File: src/rtl/pipe_pkg.sv
// pipe_pkg: shared constants and types for the pipeline IF stage.
package pipe_pkg;
  localparam logic [1:0] PCSRC_SEQ = 2'b00;
  localparam logic [1:0] PCSRC_BR  = 2'b01;
  localparam logic [1:0] PCSRC_JR  = 2'b10;
  localparam logic [1:0] PCSRC_J   = 2'b11;
  localparam logic [31:0] NOP_INST = 32'h0000_0000;
  typedef enum logic {FETCH, HOLD} if_state_t;
endpackage

File: src/rtl/pipe_npc_mux.sv
// pipe_npc_mux: 4:1 next-PC select from pc+4, branch, jr and jump targets.
module pipe_npc_mux
  import pipe_pkg::*;
(
  input  logic [1:0]  i_sel,
  input  logic [31:0] i_pc4,
  input  logic [31:0] i_bpc,
  input  logic [31:0] i_da,
  input  logic [31:0] i_jpc,
  output logic [31:0] o_npc
);
  always_comb
    o_npc = (i_sel == PCSRC_BR) ? i_bpc :
            (i_sel == PCSRC_JR) ? i_da  :
            (i_sel == PCSRC_J)  ? i_jpc : i_pc4;
endmodule

File: src/rtl/pipe_if_stage.sv
// pipe_if_stage: PC, instruction fetch handshake and IF/ID register.
// Define PIPE_IF_SQUASH_EN to squash the branch delay slot instead of issuing it.
module pipe_if_stage
  import pipe_pkg::*;
#(
  parameter logic [31:0] RESET_PC = 32'h0000_0000
) (
  input  logic        clock,
  input  logic        resetn,
  input  logic        wpcir,
  input  logic [1:0]  pcsource,
  input  logic [31:0] bpc,
  input  logic [31:0] da,
  input  logic [31:0] jpc,
  output logic        imem_req,
  output logic [31:0] imem_addr,
  input  logic [31:0] imem_rdata,
  input  logic        imem_ready,
  output logic [31:0] pc,
  output logic [31:0] dinst,
  output logic [31:0] dpc4,
  output logic        dvalid
);
  if_state_t   r_state, w_state;
  logic [31:0] r_pc, w_pc, r_dinst, w_dinst, r_dpc4, w_dpc4;
  logic [31:0] r_ibuf, w_ibuf, r_redir_pc, w_redir_pc;
  logic        r_dvalid, w_dvalid, r_redir_pend, w_redir_pend, r_started;
  logic [31:0] w_pc4, w_tgt, w_word;
  logic        w_done, w_take, w_redir, w_squash;

  pipe_npc_mux u_npc_mux (
    .i_sel(pcsource),
    .i_pc4(w_pc4),
    .i_bpc(bpc),
    .i_da (da),
    .i_jpc(jpc),
    .o_npc(w_tgt)
  );

  // r_started keeps the request low for the first cycle after reset release
  assign imem_req  = r_started & (r_state == FETCH);
  assign imem_addr = r_pc;
  assign pc        = r_pc;
  assign dinst     = r_dinst;
  assign dpc4      = r_dpc4;
  assign dvalid    = r_dvalid;
  assign w_pc4     = r_pc + 32'd4;
  assign w_done    = imem_req & imem_ready;
  assign w_take    = wpcir & ((r_state == HOLD) | w_done);
  assign w_redir   = wpcir & (pcsource != PCSRC_SEQ);
  assign w_word    = (r_state == HOLD) ? r_ibuf : imem_rdata;
`ifdef PIPE_IF_SQUASH_EN
  assign w_squash  = w_redir | r_redir_pend;
`else
  assign w_squash  = 1'b0;
`endif

  always_comb begin
    w_state      = r_state;
    w_pc         = r_pc;
    w_dinst      = r_dinst;
    w_dpc4       = r_dpc4;
    w_dvalid     = r_dvalid;
    w_ibuf       = r_ibuf;
    w_redir_pc   = r_redir_pc;
    w_redir_pend = r_redir_pend;
    if (w_take) begin
      w_state      = FETCH;
      w_pc         = w_redir ? w_tgt : r_redir_pend ? r_redir_pc : w_pc4;
      w_dinst      = w_squash ? NOP_INST : w_word;
      w_dpc4       = w_pc4;
      w_dvalid     = ~w_squash;
      w_redir_pend = 1'b0;
    end else if (wpcir) begin
      w_dinst  = NOP_INST;
      w_dvalid = 1'b0;
      if (w_redir) begin
        w_redir_pc   = w_tgt;
        w_redir_pend = 1'b1;
      end
    end else if (w_done) begin
      w_ibuf  = imem_rdata;
      w_state = HOLD;
    end
  end

  always_ff @(posedge clock or negedge resetn) begin
    if (!resetn) begin
      r_state      <= FETCH;
      r_pc         <= RESET_PC;
      r_dinst      <= NOP_INST;
      r_dpc4       <= '0;
      r_dvalid     <= 1'b0;
      r_ibuf       <= '0;
      r_redir_pc   <= '0;
      r_redir_pend <= 1'b0;
      r_started    <= 1'b0;
    end else begin
      r_state      <= w_state;
      r_pc         <= w_pc;
      r_dinst      <= w_dinst;
      r_dpc4       <= w_dpc4;
      r_dvalid     <= w_dvalid;
      r_ibuf       <= w_ibuf;
      r_redir_pc   <= w_redir_pc;
      r_redir_pend <= w_redir_pend;
      r_started    <= 1'b1;
    end
  end
endmodule

File: config.mk
export PLATFORM = sky130hd
export DESIGN_NAME = pipe_if_stage
export DESIGN_NICKNAME = d
export VERILOG_FILES = /design/src/rtl/pipe_pkg.sv /design/src/rtl/pipe_npc_mux.sv /design/src/rtl/pipe_if_stage.sv
export SDC_FILE = /design/constraint.sdc
export NUM_CORES = 1
export LEC_CHECK = 0
export BUFFER_PORTS_ARGS = -buffer_cell sky130_fd_sc_hd__buf_2
export CORE_MARGIN = 8
export CORE_UTILIZATION = 25
export CTS_BUF_LIST = sky130_fd_sc_hd__clkbuf_4 sky130_fd_sc_hd__clkbuf_8 sky130_fd_sc_hd__clkbuf_16
export DETAILED_ROUTE_END_ITERATION = 8
export PLACE_DENSITY = 0.48
export SLEW_MARGIN = 30
export SYNTH_ARGS = -nofsm -noshare
export SYNTH_HDL_FRONTEND = slang
export SYNTH_SLANG_ARGS = --single-unit
File: constraint.sdc
create_clock -name clock -period 2.5 [get_ports clock]
set_input_delay 0.5 -clock clock [delete_from_list [all_inputs] [get_ports clock]]
set_output_delay 0.5 -clock clock [all_outputs]
set_load 0.05 [all_outputs]
==> flow_summary_export.csv, run 1 <==
group,metric,value,unit
run_status,outcome,"complete, no violations",
synthesis,synth_edf_count,0,
sta,fmax,409,MHz
placed_design,io_buffers,263,
grt,use_met3,5.00,%
sta,worst_pin_slew,0.683,ns
synthesis,synth.avg_cell_area,9.81,um^2
grt,grt_pass1_wl,50.5,mm
detailed_routing,firstDrtPassIters,5,
critical_path,cp-end-kind,"flip-flop",
synthesis,synth_nets,1032,
detailed_routing,num_vias,7757,
layout,stdcell_count,1596,
floorplanning,boundaryPins,264,
power_and_ir_drop,power_density,990,nW/um^2
sta,finalCriticalPeriod,2.44,ns
power_and_ir_drop,p_leak,5.34,nW
floorplanning,die-area,41500,um^2
floorplanning,fp.dieW,204,um
sta,fin_ws,0.0551,ns
grt,grt_pass1_vias,7938,
sta,finClkSkew,0.0198,ns
cts,clock-sinks,164,
critical_path,worstPathMaxFanout,9,
critical_path,worstSetupStartpointType,"flip-flop",
worst_hold_path,hold_class,"input port to flip-flop",
cts,cts_buffers,17,
synthesis,netlist_area,8800,um^2
cts,clockBufferDepth,2,
cts,cts_max_level,4,
sta,maxSlewHeadroom,54.5,%
synthesis,synthesis.instances,897,
synthesis,ys_top_cells_by_count,"dfrtp_1, nand2_1, o21ai_0",
placed_design,dp_hpwl,25.4,mm
synthesis,yosysWarnings,0,
critical_path,criticalPathCategory,"flip-flop to flip-flop",
layout,fin_nets,1260,
synthesis,yosys.area.top_type,"dfrtp_1",
cts,clk_pin_slew,0.08,ns
critical_path,crit_chain,"nand4_2 -> or4_1 -> nor4_1 -> o221ai_1 -> o21a_1",
detailed_routing,routedWlPerCell,20.9,um
sta,setup_viol,0,
cts,clk_latency,0.45,ns
synthesis,yosysSeqAreaShare,46.6,%
floorplanning,start_util,25.4,%
synthesis,synth.area.top_cells,"dfrtp_1, mux2_2, nand2_1",
critical_path,cpMaxStageDelayCell,"or4_1",
placed_design,gp_congestion,0.813,
critical_path,cp_top_family,"simple AND/OR/NAND/NOR gates",
synthesis,post-synth-top-count-cell,"dfrtp_1",
layout,area_delta_synth_final,27.5,%
cts,post_cts_buffers,0,
detailed_routing,drt_iter0_markers,510,
placed_design,dp_slack,0.149,ns
power_and_ir_drop,max-vdd-ir-drop,0.000863,V
floorplanning,die_height,204,um
detailed_routing,viasPerCell,4.86,
critical_path,max_stage_delay,0.72,ns
cts,cts_root_buf,"clkbuf_16",
synthesis,yosysTopAreaCellShare,46.6,%
cts,cts_tree,"yes",
grt,busiest_layer,"met2",
synthesis,ys.flop_type,"dfrtp_1",
grt,grt-ovfl-total,0,
cts,ctsHoldBuffers,1,
detailed_routing,drt-total-wl,33.3,mm
floorplanning,core,34600,um^2
synthesis,yosys_register_bits,164,
sta,report.final.slew_viol_count,0,
floorplanning,fp-row-count,68,
placed_design,dp_cells,1560,
layout,post-route-util,32.4,%
sta,timing.final.crit_share,97.8,%
synthesis,synth_cell_types,62,
detailed_routing,drtAntennaViolNets,0,
grt,grt_use_total,16.0,%
sta,fin_setup_tns,0,ns
sta,rsz0062_at_grt,"no",
detailed_routing,drc,0,
critical_path,cp_num_buf_inv,0,
synthesis,async_flop_share,100,%
grt,grt_use_met2,25.1,%
cts,cts_resized,0,
critical_path,worst_ep_arrival_time,2.78,ns
run,cap_violations,0,
grt,grt_start_max_net_pins,65,
layout,drive_above_1_share,36.8,%
critical_path,cp.required,2.83,ns
grt,met1_usage,20.5,%
sta,finalHoldViolations,0,
grt,antenna_found_initial,9,
[power breakdown]
group / leakage [nW] / switching [mW] / internal [mW] / total [mW]
clock: 0.294 / 1.20 / 1.60 / 2.80
sequential: 2.03 / 0.565 / 3.24 / 3.81
combinational: 3.02 / 3.26 / 1.24 / 4.50
total: 5.34 / 5.03 / 6.08 / 11.1
[final cells by class]
cell class	count	area [um^2]
Timing Repair Buffer	315	1770
Fill cell	3692	23400
Antenna cell	4	10.0
Clock buffer	18	433
Tap cell	455	569
Inverter	7	26.3
Multi-Input combinational cell	620	4140
Sequential cell	164	4110
Clock inverter	13	176
[layer usage]
layer	share of wire [%]	vias to the layer above
li1	-	3646
met1	43	3770
met2	47	282
met3	7.4	49
met4	2.5	10
met5	0.20	-
[through the flow]
| stage | hold slack (ns) | power, mW | cell area, um^2 |
|---|---|---|---|
| final | 0.304 | 11.1 | 11200 |
| after global routing | 0.277 | 11.7 | 11200 |
| after CTS | 0.271 | 11.3 | 11200 |
| after detailed placement | 0.457 | 8.41 | 10600 |
| after global placement | 0.454 | 8.38 | 10600 |
| after floorplan | 0.204 | 7.13 | 8800 |
[placed cells by master (no fill, tap or decap), types with 27 or more instances in the layout]
cell	Yosys	layout
o21ai_0	62	62
mux2_2	51	51
dfrtp_1	164	163
a21oi_1	28	27
nand2_1	135	135
a21o_1	34	34
buf_4	35	47
nor3_1	42	42
mux2i_1	42	42
buf_2	19	262
nor2_1	28	27
[flip-flops by register name, summed over array words and instances, names as in the netlist, 32 cells and up]
name	count
imem_addr	32
r_redir_pc	32
r_ibuf	32
dpc4	32
dinst	32
[worst paths after layout]
path	startpoint	endpoint	slack [ns]	cells after the start
setup / recovery	imem_addr[12]	imem_addr[24]	0.06	5
max in group asynchronous	resetn	dinst[13]	1.13	3
setup reg to reg	imem_addr[12]	imem_addr[24]	0.06	5
min in group asynchronous	resetn	dpc4[10]	0.58	2
hold reg to reg	r_redir_pc[31]	r_redir_pc[31]	0.47	2
hold / removal	imem_rdata[31]	r_ibuf[31]	0.30	2
[cell families (layout without fill, tap and decap cells)]
| kind of cell | Yosys count | in the layout | share of synthesized area (%) |
|---|---|---|---|
| fa+ha+maj | 1 | 1 | 0.142 |
| simple gates | 276 | 276 | 14.8 |
| xor+xnor | 29 | 29 | 2.89 |
| buf+inv | 113 | 353 | 6.59 |
| flops | 164 | 164 | 46.6 |
| compound gates | 213 | 213 | 15.8 |
| other cells | 1 | 5 | 0.0426 |
| mux | 100 | 100 | 13.1 |
Note: power is estimated with default switching activity, not from simulation.
==> run 2, diff against run 1 <==
Settings changed: CORE_UTILIZATION 25 to 52, PLACE_DENSITY 0.48 to 0.83.
==> run 2 against run 1 <==
Core utilization is 33 points higher. Register-to-register slack gained 0.14 ns. Sequential power about the same. Total power fell by 2.4%. Critical path depth is 1 higher. First-iteration DRC count grew 28%. Clock-buffer cell count unchanged. Flip-flop and latch count unchanged. Hold slack worse by 0.28 ns.
==> flow_summary_export.csv, run 2 (synthesis gave the netlist of run 1 again) <==
group,metric,value,unit
sta,fmax,434,MHz
grt,grt_use_total,27.1,%
grt,grt_pass1_wl,45.8,mm
placed_design,io_buffers,263,
power_and_ir_drop,internal-power,5.90,mW
power_and_ir_drop,seqPwrFrac,35.2,%
grt,grt_start_max_net_pins,65,
layout,area_delta_synth_final,23.6,%
cts,clk_latency,0.43,ns
critical_path,cpMaxStageDelayCell,"or4_1",
critical_path,worstSetupStartpointType,"flip-flop",
cts,cts_buffers,17,
detailed_routing,drc,0,
layout,drive_above_1_share,36.5,%
placed_design,gp_congestion,0.975,
detailed_routing,viasPerCell,5.94,
floorplanning,fp-row-count,47,
floorplanning,die-area,21300,um^2
placed_design,dp_cells,1322,
sta,timing.final.crit_share,92.1,%
power_and_ir_drop,power_density,997,nW/um^2
sta,maxSlewHeadroom,56.7,%
detailed_routing,drt-total-wl,29.0,mm
critical_path,crit_chain,"ha_1 -> nand4_1 -> or4_1 -> nor4_1 -> o221ai_1 -> o21a_1",
cts,post_cts_buffers,0,
floorplanning,die_height,146,um
detailed_routing,firstDrtPassIters,7,
worst_hold_path,hold_class,"input port to async pin",
sta,rsz0062_at_grt,"no",
floorplanning,core,16600,um^2
power_and_ir_drop,p_leak,5.31,nW
layout,fin_nets,1256,
sta,report.final.slew_viol_count,0,
run_status,outcome,"complete, no violations",
sta,fin_setup_tns,0,ns
detailed_routing,drt_iter0_markers,654,
cts,cts_resized,0,
grt,grt_pass1_vias,8259,
power_and_ir_drop,power.switching,4.94,mW
power_and_ir_drop,max-vdd-ir-drop,0.000679,V
layout,mostFrequentLayoutCells,"buf_2, dfrtp_1, nand2_1, o21ai_0, mux2_2",
power_and_ir_drop,clkPwrFrac,23.8,%
floorplanning,start_util,53.1,%
cts,clockBufferDepth,2,
critical_path,criticalPathCategory,"flip-flop to flip-flop",
critical_path,cp.required,2.81,ns
sta,worst_pin_slew,0.650,ns
critical_path,cp-end-kind,"flip-flop",
placed_design,dp_hpwl,22.1,mm
cts,ctsHoldBuffers,0,
floorplanning,boundaryPins,264,
floorplanning,fp.dieW,146,um
power_and_ir_drop,p_comb_share,41.0,%
cts,clk_pin_slew,0.07,ns
critical_path,max_stage_delay,0.55,ns
sta,fin_ws,0.197,ns
cts,cts_root_buf,"clkbuf_16",
cts,clock-sinks,164,
cts,cts_tree,"yes",
sta,finalHoldViolations,0,
run,cap_violations,0,
sta,whs,0.0223,ns
cts,cts_max_level,4,
detailed_routing,drtAntennaViolNets,0,
critical_path,worstPathMaxFanout,9,
layout,post-route-util,65.6,%
placed_design,dp_slack,0.247,ns
sta,setup_viol,0,
grt,antenna_found_initial,7,
critical_path,worst_ep_arrival_time,2.62,ns
power_and_ir_drop,swShare,45.6,%
detailed_routing,routedWlPerCell,21.4,um
detailed_routing,num_vias,8058,
sta,finalCriticalPeriod,2.30,ns
grt,grt-ovfl-total,0,
layout,final_common_cell,"buf_2",
sta,finClkSkew,0.0113,ns
layout,stdcell_count,1356,
run 2: changes by cell type in the layout (fill, tap and decap cells not counted), moves of 2 or more:
cell,change
buf_12,+2
buf_4,-5
bufinv_16,-2
clkinv_4,-3
clkinvlp_4,+3
diode_2,-2
inv_6,+2
run 2: area by class of cell:
| class | count | area, um^2 |
|---|---|---|
| clock inverters | 14 | 141 |
| diodes | 2 | 5.00 |
| well taps | 220 | 275 |
| repair buffers | 311 | 1760 |
| multi-input cells | 620 | 4140 |
| inverters | 7 | 26.3 |
| fillers | 1355 | 5700 |
| clock buffers | 18 | 439 |
| flip-flops and latches | 164 | 4110 |
run 2: worst max-delay path: cells and delay by family, from the launching register on:
family | cells | cell delay [ns]
and+or+nand+nor | 3 | 1.03
DFF | 1 | 0.49
adders and majority gates | 1 | 0.37
AOI/OAI and AO/OA | 2 | 0.30
run 2: worst paths after layout:
check	startpoint	endpoint	slack (ns)	depth (start not counted)
max in group asynchronous	resetn	r_state	1.85	2
min	resetn	dpc4[9]	0.02	1
max reg2reg	imem_addr[3]	imem_addr[24]	0.20	6
min in group clock	imem_rdata[3]	r_ibuf[3]	0.31	2
max	imem_addr[3]	imem_addr[24]	0.20	6
min reg2reg	r_redir_pc[31]	r_redir_pc[31]	0.47	2
run 2: through the flow:
step / power [mW] / instance area, um^2
floorplan: 7.13 / 8800
global placement: 8.21 / 10300
detailed placement: 8.30 / 10300
CTS: 10.9 / 10900
global route: 11.3 / 10900
finish: 10.8 / 10900
run 2: power by group through the flow:
stage	Combinational [mW]	Sequential [mW]	Clock (mW)
floorplan	2.15	4.97	0
global placement	4.41	3.80	0
detailed placement	4.46	3.84	0
CTS	4.47	3.80	2.62
global route	4.71	3.89	2.73
finish	4.45	3.81	2.58
run 2: layer usage:
| metal | track usage (%) | routed length [um] |
|---|---|---|
| met3 | 10.0 | 3130 |
| met2 | 44.4 | 14000 |
| met1 | 31.6 | 10900 |
| met5 | 0 | 77 |
| met4 | 10.9 | 940 |
